## src/rtl/adder_subtractor_pkg.sv

```systemverilog
// Shared definitions for the adder/subtractor slice.
// Operation encoding used by the core and the top.
package adder_subtractor_pkg;

  typedef logic op_t;

  localparam op_t OP_ADD = 1'b0;
  localparam op_t OP_SUB = 1'b1;

endpackage

```

## src/rtl/adder_subtractor_core.sv

```systemverilog
// Combinational ripple-carry adder/subtractor.
// Subtract is A + ~B + ~cin; cout is flipped so 1 means borrow.
import adder_subtractor_pkg::*;

module adder_subtractor_core #(
  parameter int WIDTH = 1
) (
  input  logic [WIDTH-1:0] A,
  input  logic [WIDTH-1:0] B,
  input  op_t              op,
  input  logic             cin,
  output logic [WIDTH-1:0] sum,
  output logic             cout
);

  logic [WIDTH:0]   carry;
  logic [WIDTH-1:0] b_eff;

  // Borrow-in becomes an inverted carry-in when subtracting.
  assign carry[0] = cin ^ op;

  genvar i;
  generate
    for (i = 0; i < WIDTH; i++) begin : g_fa
      assign b_eff[i]   = B[i] ^ op;
      assign sum[i]     = A[i] ^ b_eff[i] ^ carry[i];
      assign carry[i+1] = (A[i] & b_eff[i])
                        | (carry[i] & (A[i] ^ b_eff[i]));
    end
  endgenerate

  // A missing carry out of the subtract sum is a borrow.
  assign cout = carry[WIDTH] ^ op;

endmodule

```

## src/rtl/adder_subtractor.sv

```systemverilog
// Registered adder/subtractor with one cycle of latency.
// Synchronous active-high reset clears result and cout.
import adder_subtractor_pkg::*;

module adder_subtractor #(
  parameter int WIDTH = 1
) (
  input  logic             clk,
  input  logic             rst,
  input  logic [WIDTH-1:0] A,
  input  logic [WIDTH-1:0] B,
  input  logic             op,
  input  logic             cin,
  output logic [WIDTH-1:0] result,
  output logic             cout
);

  logic [WIDTH-1:0] sum;
  logic             core_cout;

  adder_subtractor_core #(
    .WIDTH (WIDTH)
  ) u_core (
    .A    (A),
    .B    (B),
    .op   (op),
    .cin  (cin),
    .sum  (sum),
    .cout (core_cout)
  );

  // Capture the combinational result every edge; reset wins.
  always_ff @(posedge clk) begin
    if (rst) begin
      result <= '0;
      cout   <= 1'b0;
    end else begin
      result <= sum;
      cout   <= core_cout;
    end
  end

endmodule

```

## config.mk

```make
export PLATFORM = sky130hd
export DESIGN_NAME = adder_subtractor
export DESIGN_NICKNAME = d
export VERILOG_FILES = /design/src/rtl/adder_subtractor_pkg.sv /design/src/rtl/adder_subtractor_core.sv /design/src/rtl/adder_subtractor.sv
export SDC_FILE = /design/constraint.sdc
export NUM_CORES = 1
export LEC_CHECK = 0
export CELL_PAD_IN_SITES_DETAIL_PLACEMENT = 0
export CELL_PAD_IN_SITES_GLOBAL_PLACEMENT = 1
export CORE_AREA = 2 2 39 41
export CTS_CLUSTER_SIZE = 25
export DETAILED_ROUTE_END_ITERATION = 8
export DIE_AREA = 0 0 41 43
export GPL_ROUTABILITY_DRIVEN = 0
export GPL_TIMING_DRIVEN = 0
export HOLD_SLACK_MARGIN = 0.15
export PLACE_DENSITY_LB_ADDON = 0.1
export SLEW_MARGIN = 10
export SYNTH_ARGS = -nofsm -noshare
export SYNTH_HDL_FRONTEND = slang
export SYNTH_HIERARCHICAL = 1
export SYNTH_SLANG_ARGS = --single-unit
```

## constraint.sdc

```tcl
create_clock -name clk -period 1.5 [get_ports clk]
set_input_delay 0.3 -clock clk [delete_from_list [all_inputs] [get_ports clk]]
set_output_delay 0.3 -clock clk [all_outputs]
set_load 0.03 [all_outputs]
```

; Yosys cells after proc, flatten, opt, wreduce, memory -nomap -nowiden
; Cells that the tools add are included.
[totals]
reg_bits = 2
input_bits = 6
elab_cells = 10
[op_classes]
bitwise = 8
[op_table]
columns = op, count
row1 = 1-bit bitwise XOR, 5
row2 = 1-bit AND, 2
row3 = 1-bit bitwise OR, 1

; Depth between registers and ports, before layout
[logic_depth]
word_depth = 5
mapped_depth = 4
mapped_depth_nobuf = 4

; Hierarchy
; The synthesis kept the hierarchy.
[by_module_without_submodules]
columns = module, n_inst, cells_each, area_per_inst_um2, seq_area_each_um2
row1 = adder_subtractor, 1, 4, 52.6, 40.0
row2 = adder_subtractor_core, 1, 4, 46.3, 0.0

; Least setup slack after synthesis
; OpenSTA, ideal clock, no wires.
[synth_path]
path_type = input to register
start = input op
end = register cout
arrival_ns = 1.103
t_required_ns = 1.386
slack_ns = 0.283
cell_stages = 4
path_cell_list = xor2_1 fa_1 xor2_1 nor2b_1
[synth_via]
elab_chain_cells = 5
elab_cells_between_ends = 7
classes_between = bitwise: 7
[synth_lines]
columns = element, line
row1 = "start, declared", adder_subtractor.sv:12  ; input logic op,
row2 = 1-bit bitwise XOR, adder_subtractor_core.sv:25  ; assign b_eff[i] = B[i] ^ op;
row3 = 1-bit bitwise XOR, adder_subtractor_core.sv:28  ; | (carry[i] & (A[i] ^ b_eff[i]));
row4 = 1-bit AND, adder_subtractor_core.sv:28
row5 = 1-bit bitwise OR, adder_subtractor_core.sv:28
row6 = 1-bit bitwise XOR *, adder_subtractor_core.sv:33  ; assign cout = carry[WIDTH] ^ op;
row7 = net core_cout, adder_subtractor.sv:19  ; logic core_cout;
row8 = "end signal, assigned", adder_subtractor.sv:39  ; cout <= core_cout;
row9 = "end, declared", adder_subtractor.sv:15  ; output logic cout
; Mark *: on every way through the listed nets, which the timed path passes. The rest lies on a longest branch.
; A chain may end at the register's enable or synchronous reset.

; Worst setup path in the final report
[layout_path]
start = input B
end = register cout
[layout_via]
elab_chain_cells = 5
elab_cells_between_ends = 6
classes_between = bitwise: 6
[layout_lines]
columns = element, line
row1 = "start, declared", adder_subtractor.sv:11  ; input logic [WIDTH-1:0] B,
row2 = 1-bit bitwise XOR *, adder_subtractor_core.sv:25
row3 = 1-bit bitwise XOR, adder_subtractor_core.sv:28
row4 = 1-bit AND, adder_subtractor_core.sv:28
row5 = 1-bit bitwise OR *, adder_subtractor_core.sv:28
row6 = 1-bit bitwise XOR *, adder_subtractor_core.sv:33
row7 = net core_cout, adder_subtractor.sv:19
; Marks and branches as above.

==> metrics.yaml <==
synth_edf_count: 0
drive_gt1_share_pct: 16.7
htree_levels: 1
seqPwrFrac_pct: 26.2
cts_buffer_depth: 2
relSlewSlack_pct: 78.6
worst_hold_startpoint: "op"
clkPwrFrac_pct: 47.3
crit_top_cell: "xor2_1"
path_cells: "clkdlybuf4s50_1 -> xor2_1 -> fa_1 -> xor2_1 -> nor2b_1"
drt-total-wl_um: 229
final_max_slew_viol_count: 0
slowest_stage: "clkdlybuf4s50_1"
setup_viol: 0
yosysWarnings: 6
cts_buffers: 3
synth.ff_latch_count: 2
rows: 14
p_sw_w: 0.0000572
crit_required_ns: 1.61
irDropWorstVdd_mv: 0.181
cts-root-buf: "clkbuf_4"
yosys.area.top_type: "dfxtp_1"
yosys-top-cells-count: "xor2_1 (3), dfxtp_1 (2), nor2b_1 (2), fa_1 (1)"
finalCritPeriodShare_pct: 96.6
clkSinkCount: 2
synth-main-ff-cell: "dfxtp_1"
drtAntennaViolNets: 0
drtPass1Iterations: 1
sw_frac_of_total_pct: 23.9
overflow: 0
die_h_um: 43
tightestPinTransition_ns: 0.321
drc: 0
yosysSeqAreaShare_pct: 40.5
whs_path_depth: 3
drt_iter0_markers: 0
synth.most_common_cell: "xor2_1"
p_leak_nw: 0.111
start_util_pct: 7.14
path_clk_slew_ns: 0.03
routed_via_density: 2.71
rsz0062_at_grt: "yes"
worst_slack_ns: 0.0509
synth.top_cell.area_share_pct: 40.5
crit_path_start_kind: "input port"
hold_path_end: "cout"
path_class: "input port to flip-flop"
dp_worst_setup_slack_ns: -0.307
period_needed_ns: 1.45
p_int_w: 0.000182
p_comb_share_pct: 26.4
grt_use_total_pct: 3.70
vias: 92
final_hold_viol_count: 0
synth_nets: 15
grt_max_degree: 4
syn_to_final_growth_pct: 118
grt_pass1_wl_um: 358
final_core_util_pct: 15.6
hold_path.class: "input port to flip-flop"
dieArea_mm2: 0.00176
place.port_buffers: 7
postCtsSetupBuffers: 0
status: "complete, no violations"
antennaDiodeCount: 0
die_x_um: 41
cp-end-kind: "flip-flop"
synthTopCellsByArea: "dfxtp_1 (41%), xor2_1 (27%), fa_1 (20%)"
timing.fmax_mhz: 690
cts_tree: "done"
tns_ns: 0
core-area_mm2: 0.00138
antenna_found_initial: 0
syn-cell-area_um2: 98.8
async_reset_ff_share_pct: 0
synth_cells: 8
crit_arrival_ns: 1.56
power.density_mw_per_mm2: 1110
drv_cap: 0
io_pins: 8
synthDistinctLibCells: 4
syn_area_per_cell_um2: 12.4
crit_fanout: 1
finalNetCount: 27
avgRoutedWirePerCell_um: 6.74
max_stage_delay_ns: 0.41
grt_pass1_vias: 118
[sequential cells by signal, summed over array words and instances (netlist names)]
register and count:
cout 1, result 1
[per-stage QoR]
stage	instance area, um^2	std cells	hold WS (ns)	total power [W]
finish	215	34	0.619	0.000239
global route	215	34	0.642	0.000258
CTS	210	34	0.627	0.000249
detailed placement	189	31	0.879	0.000131
global placement	189	31	0.885	0.000130
floorplan	98.8	8	0.372	0.0000961
[worst max-delay path, delay by kind of cell]
family                     cells  cell delay [ns]
adders and majority gates      1             0.40
buffers and inverters          1             0.41
and+or+nand+nor                1             0.13
xor gates and xnor gates       2             0.31
[cell type report]
cell class	count	area (um^2)
Timing Repair Buffer	7	73.8
Multi-Input combinational cell	6	58.8
Clock buffer	3	22.5
Sequential cell	2	40.0
Fill cell	157	1170
Tap cell	16	20.0
[placed cells by master (no fill, tap or decap), drive strengths merged]
cell	count
clkdlybuf4s50	4
clkbuf	3
xor2	3
nor2b	2
dfxtp	2
dlymetal6s2s	2
dlygate4sd2	1
fa	1
[routing by layer]
layer | global-route usage (%) | part of all wire, % | vias up
li1 | - | - | 44
met2 | 4.38 | 47 | 8
met4 | 8.00 | 0 | 0
met5 | 0 | 0 | -
met1 | 2.55 | 34 | 40
met3 | 1.57 | 19 | 0
[power by group through the flow]
stage                     logic [W]  clock network (W)  registers [W]
final                     0.0000632           0.000113      0.0000627
after global routing      0.0000700           0.000124      0.0000633
after detailed placement  0.0000672                  0      0.0000640
after global placement    0.0000670                  0      0.0000635
after CTS                 0.0000663           0.000120      0.0000633
after floorplan           0.0000170                  0      0.0000791
[cell families (layout without fill, tap and decap cells)]
group         after synthesis  in the layout  synth area share, %
flops                       2              2                 40.5
fa+ha+maj                   1              1                 20.3
xor+xnor                    3              3                 26.6
buf+inv                     0             10                    0
simple gates                2              2                 12.7
[repair_timing]
| action | in CTS | in global routing |
|---|---|---|
| hold endpoints to repair | 0 | 0 |
| gates resized for setup | 1 | 2 |
| setup endpoints to repair | 2 | 4 |
| hold buffers | 0 | 0 |
| cloned | 0 | 0 |
[worst max path at each step]
stage                     cells past startpoint  endpoint  from
final                                         5      cout     B
after global placement                        5      cout    op
after floorplan                               4      cout    op
after detailed placement                      5      cout    op
after CTS                                     1      cout  cout
after global routing                          5      cout     B
Power figures use the tool's default switching activity.
==> edit: new RTL, same settings <==
Add an input register stage for `A`, `B`, `op` and `cin`, without a reset; this delays them by one clock.
--- a/src/rtl/adder_subtractor.sv
+++ b/src/rtl/adder_subtractor.sv
@@ -15,16 +15,28 @@
   output logic             cout
 );
 
+  logic [WIDTH-1:0] A_q;
+  logic [WIDTH-1:0] B_q;
+  logic op_q;
+  logic cin_q;
+
+  always_ff @(posedge clk) begin
+    A_q   <= A;
+    B_q   <= B;
+    op_q  <= op;
+    cin_q <= cin;
+  end
+
   logic [WIDTH-1:0] sum;
   logic             core_cout;
 
   adder_subtractor_core #(
     .WIDTH (WIDTH)
   ) u_core (
-    .A    (A),
-    .B    (B),
-    .op   (op),
-    .cin  (cin),
+    .A    (A_q),
+    .B    (B_q),
+    .op   (op_q),
+    .cin  (cin_q),
     .sum  (sum),
     .cout (core_cout)
   );
Behaviour: not the same (Yosys sat finds a counterexample within 4 cycles, from zero or initial values and one cycle with rst high).
==> edit against the original RTL <==
Global-route usage grew 0.72 points. Non-clock buffer count stayed put. Count of clock-buffer cells in the layout stayed put. Highest routed layer is now met4. Setup slack improved by 0.14 ns. Wire length rose by 7.4%. Die area unchanged. Combinational power shrank 13%. Cell count up 12%. Total power grew 58%. Sequential cell count increased by 4. Synthesized area grew 81%. Final area is 34% higher.
==> edit: results (changes against the original RTL) <==
GRT
  – Gr usage total: 4.427% (+0.72 points)
  – Vias in the first global route: 93 (-21%)
  – Initial antenna violation count: 0 (unchanged)
  – Largest net degree at the start of global routing: 4 (unchanged)
  – Wire length of the first global-routing pass: 379 µm (+5.9%)

Clock tree
  – Clk_lat worst skew: 0.24 ns
  – CTS root buf: clkbuf_4
  – CTS H-tree lvls: 1 (unchanged)
  – Bufs on Longest Clock Path: 2 (unchanged)
  – Total CTS buffers: 3 (unchanged)
  – Worst-path clk slew: 0.04 ns
  – Setup Buffers After CTS: 0 (unchanged)

Synthesis
  – Register area share after synthesis: 67.13% (+27 points)
  – Adder-cell share of the synthesized area: 11.19% (-9.1 points)
  – Complex-gate fraction of the synthesized area: 0% (unchanged)
  – Synth Warn #: 6 (unchanged)
  – FFs w/ async S/R, synth: 0% (unchanged)
  – Synth top area cells: dfxtp_1 67%, xor2_1 15%, fa_1 11%, nor2b_1 7.0%
  – Mux cell area share after synthesis: 0% (unchanged)
  – Synth cell count leaders: 6 x dfxtp_1, 3 x xor2_1, 2 x nor2b_1
  – Yosys cell types: 4 (unchanged)
  – Syn_nets: 19 (+4)
  – Post-Synth XOR/XNOR Area: 14.69% (-12 points)

Placement
  – PortBufs: 7 (unchanged)

Timing
  – Worst Tran Pin Value: 0.2973 ns (-0.02340 ns)
  – Pins Over Slew Limit: 0 (unchanged)
  – Clk_skew: 0.0008977 ns

Min path
  – Worst Hold Class: in -> reg
  – HP Start: A

Power
  – Leakage: 0.1218 nW (+9.6%)
  – Worst VDD drop: 326.6 µV (+81%)
  – Sequential share of power: 47.1% (+21 points)
  – Int Power: 0.2926 mW (+61%)
  – Power Clock: 0.145 mW (+28%)

Final layout
  – Antenna cell count: 0 (unchanged)
  – Layout cell share with drive strength beyond 1: 13.64% (-3.0 points)
  – Layout fillers: 155 (-1.3%)
  – Layout Nets: 31 (+15%)

Setup path
  – Critical path peak fanout: 3 (+2)
  – Worst reg2reg path startpoint: op_q
  – CP Data Arrival Time: 1.44 ns (-0.12 ns)
  – CP startpoint: op_q

Detailed routing
  – Vias after detailed routing: 110 (+20%)
  – Initial DRT Pass Iterations: 1 (unchanged)
  – Final wirelength: 246 µm (+7.4%)
  – Initial DRC count: 0 (unchanged)

Run status
  – Status: complete, no violations
-- edit: changes by cell type in the layout (fill, tap and decap cells not counted), sizes merged --
cell	unedited run	this run
dfxtp	2	6
dlymetal6s2s	2	0
dlygate4sd2	1	2
clkdlybuf4s50	4	5
-- edit: layout make-up --
| class | count | share of cell area (%) |
|---|---|---|
| clock buffers | 3 | 7.792 |
| multi-input cells | 6 | 20.35 |
| flip-flops and latches | 6 | 41.56 |
| well taps | 16 | 6.926 |
| repair buffers | 7 | 23.38 |
-- edit: metal layers --
metal,GRT usage [%],wire [µm],up-vias
met4,8.000,4,0
met3,4.712,45,2
li1,-,-,58
met5,0,0,-
met2,3.438,103,7
met1,3.883,93,43
-- edit: critical path, stage by stage, from the launching register on --
cell,delay [ns]
dfxtp_1,0.34
xor2_1,0.19
fa_1,0.41
xor2_1,0.14
nor2b_1,0.12
-- edit: worst paths after layout --
| check | endpoint | slack (ns) | depth (start not counted) |
|---|---|---|---|
| setup reg to reg | cout | 0.19 | 4 |
| hold / removal | A_q | 0.51 | 1 |
| hold reg to reg | cout | 0.63 | 2 |
| setup / recovery | cout | 0.19 | 4 |
-- edit: repair_timing --
action                                  4_1_cts  5_1_grt
hold buffers                                  0        0
endpoints found under the setup margin        2        0
resized for setup                             2        0
-- edit: metrics by stage --
step                utilization, %  total power [mW]  hold WS, ns  cell area, µm²  instances
finish                       20.89            0.3781       0.5057           289.0         38
global route                 20.89            0.4045       0.5020           289.0         38
CTS                          20.89            0.3911       0.4957           289.0         38
detailed placement           19.44            0.2429       0.6355           269.0         35
global placement             19.44            0.2439       0.6398           269.0         35
floorplan                        -            0.2136       0.3277           178.9         12
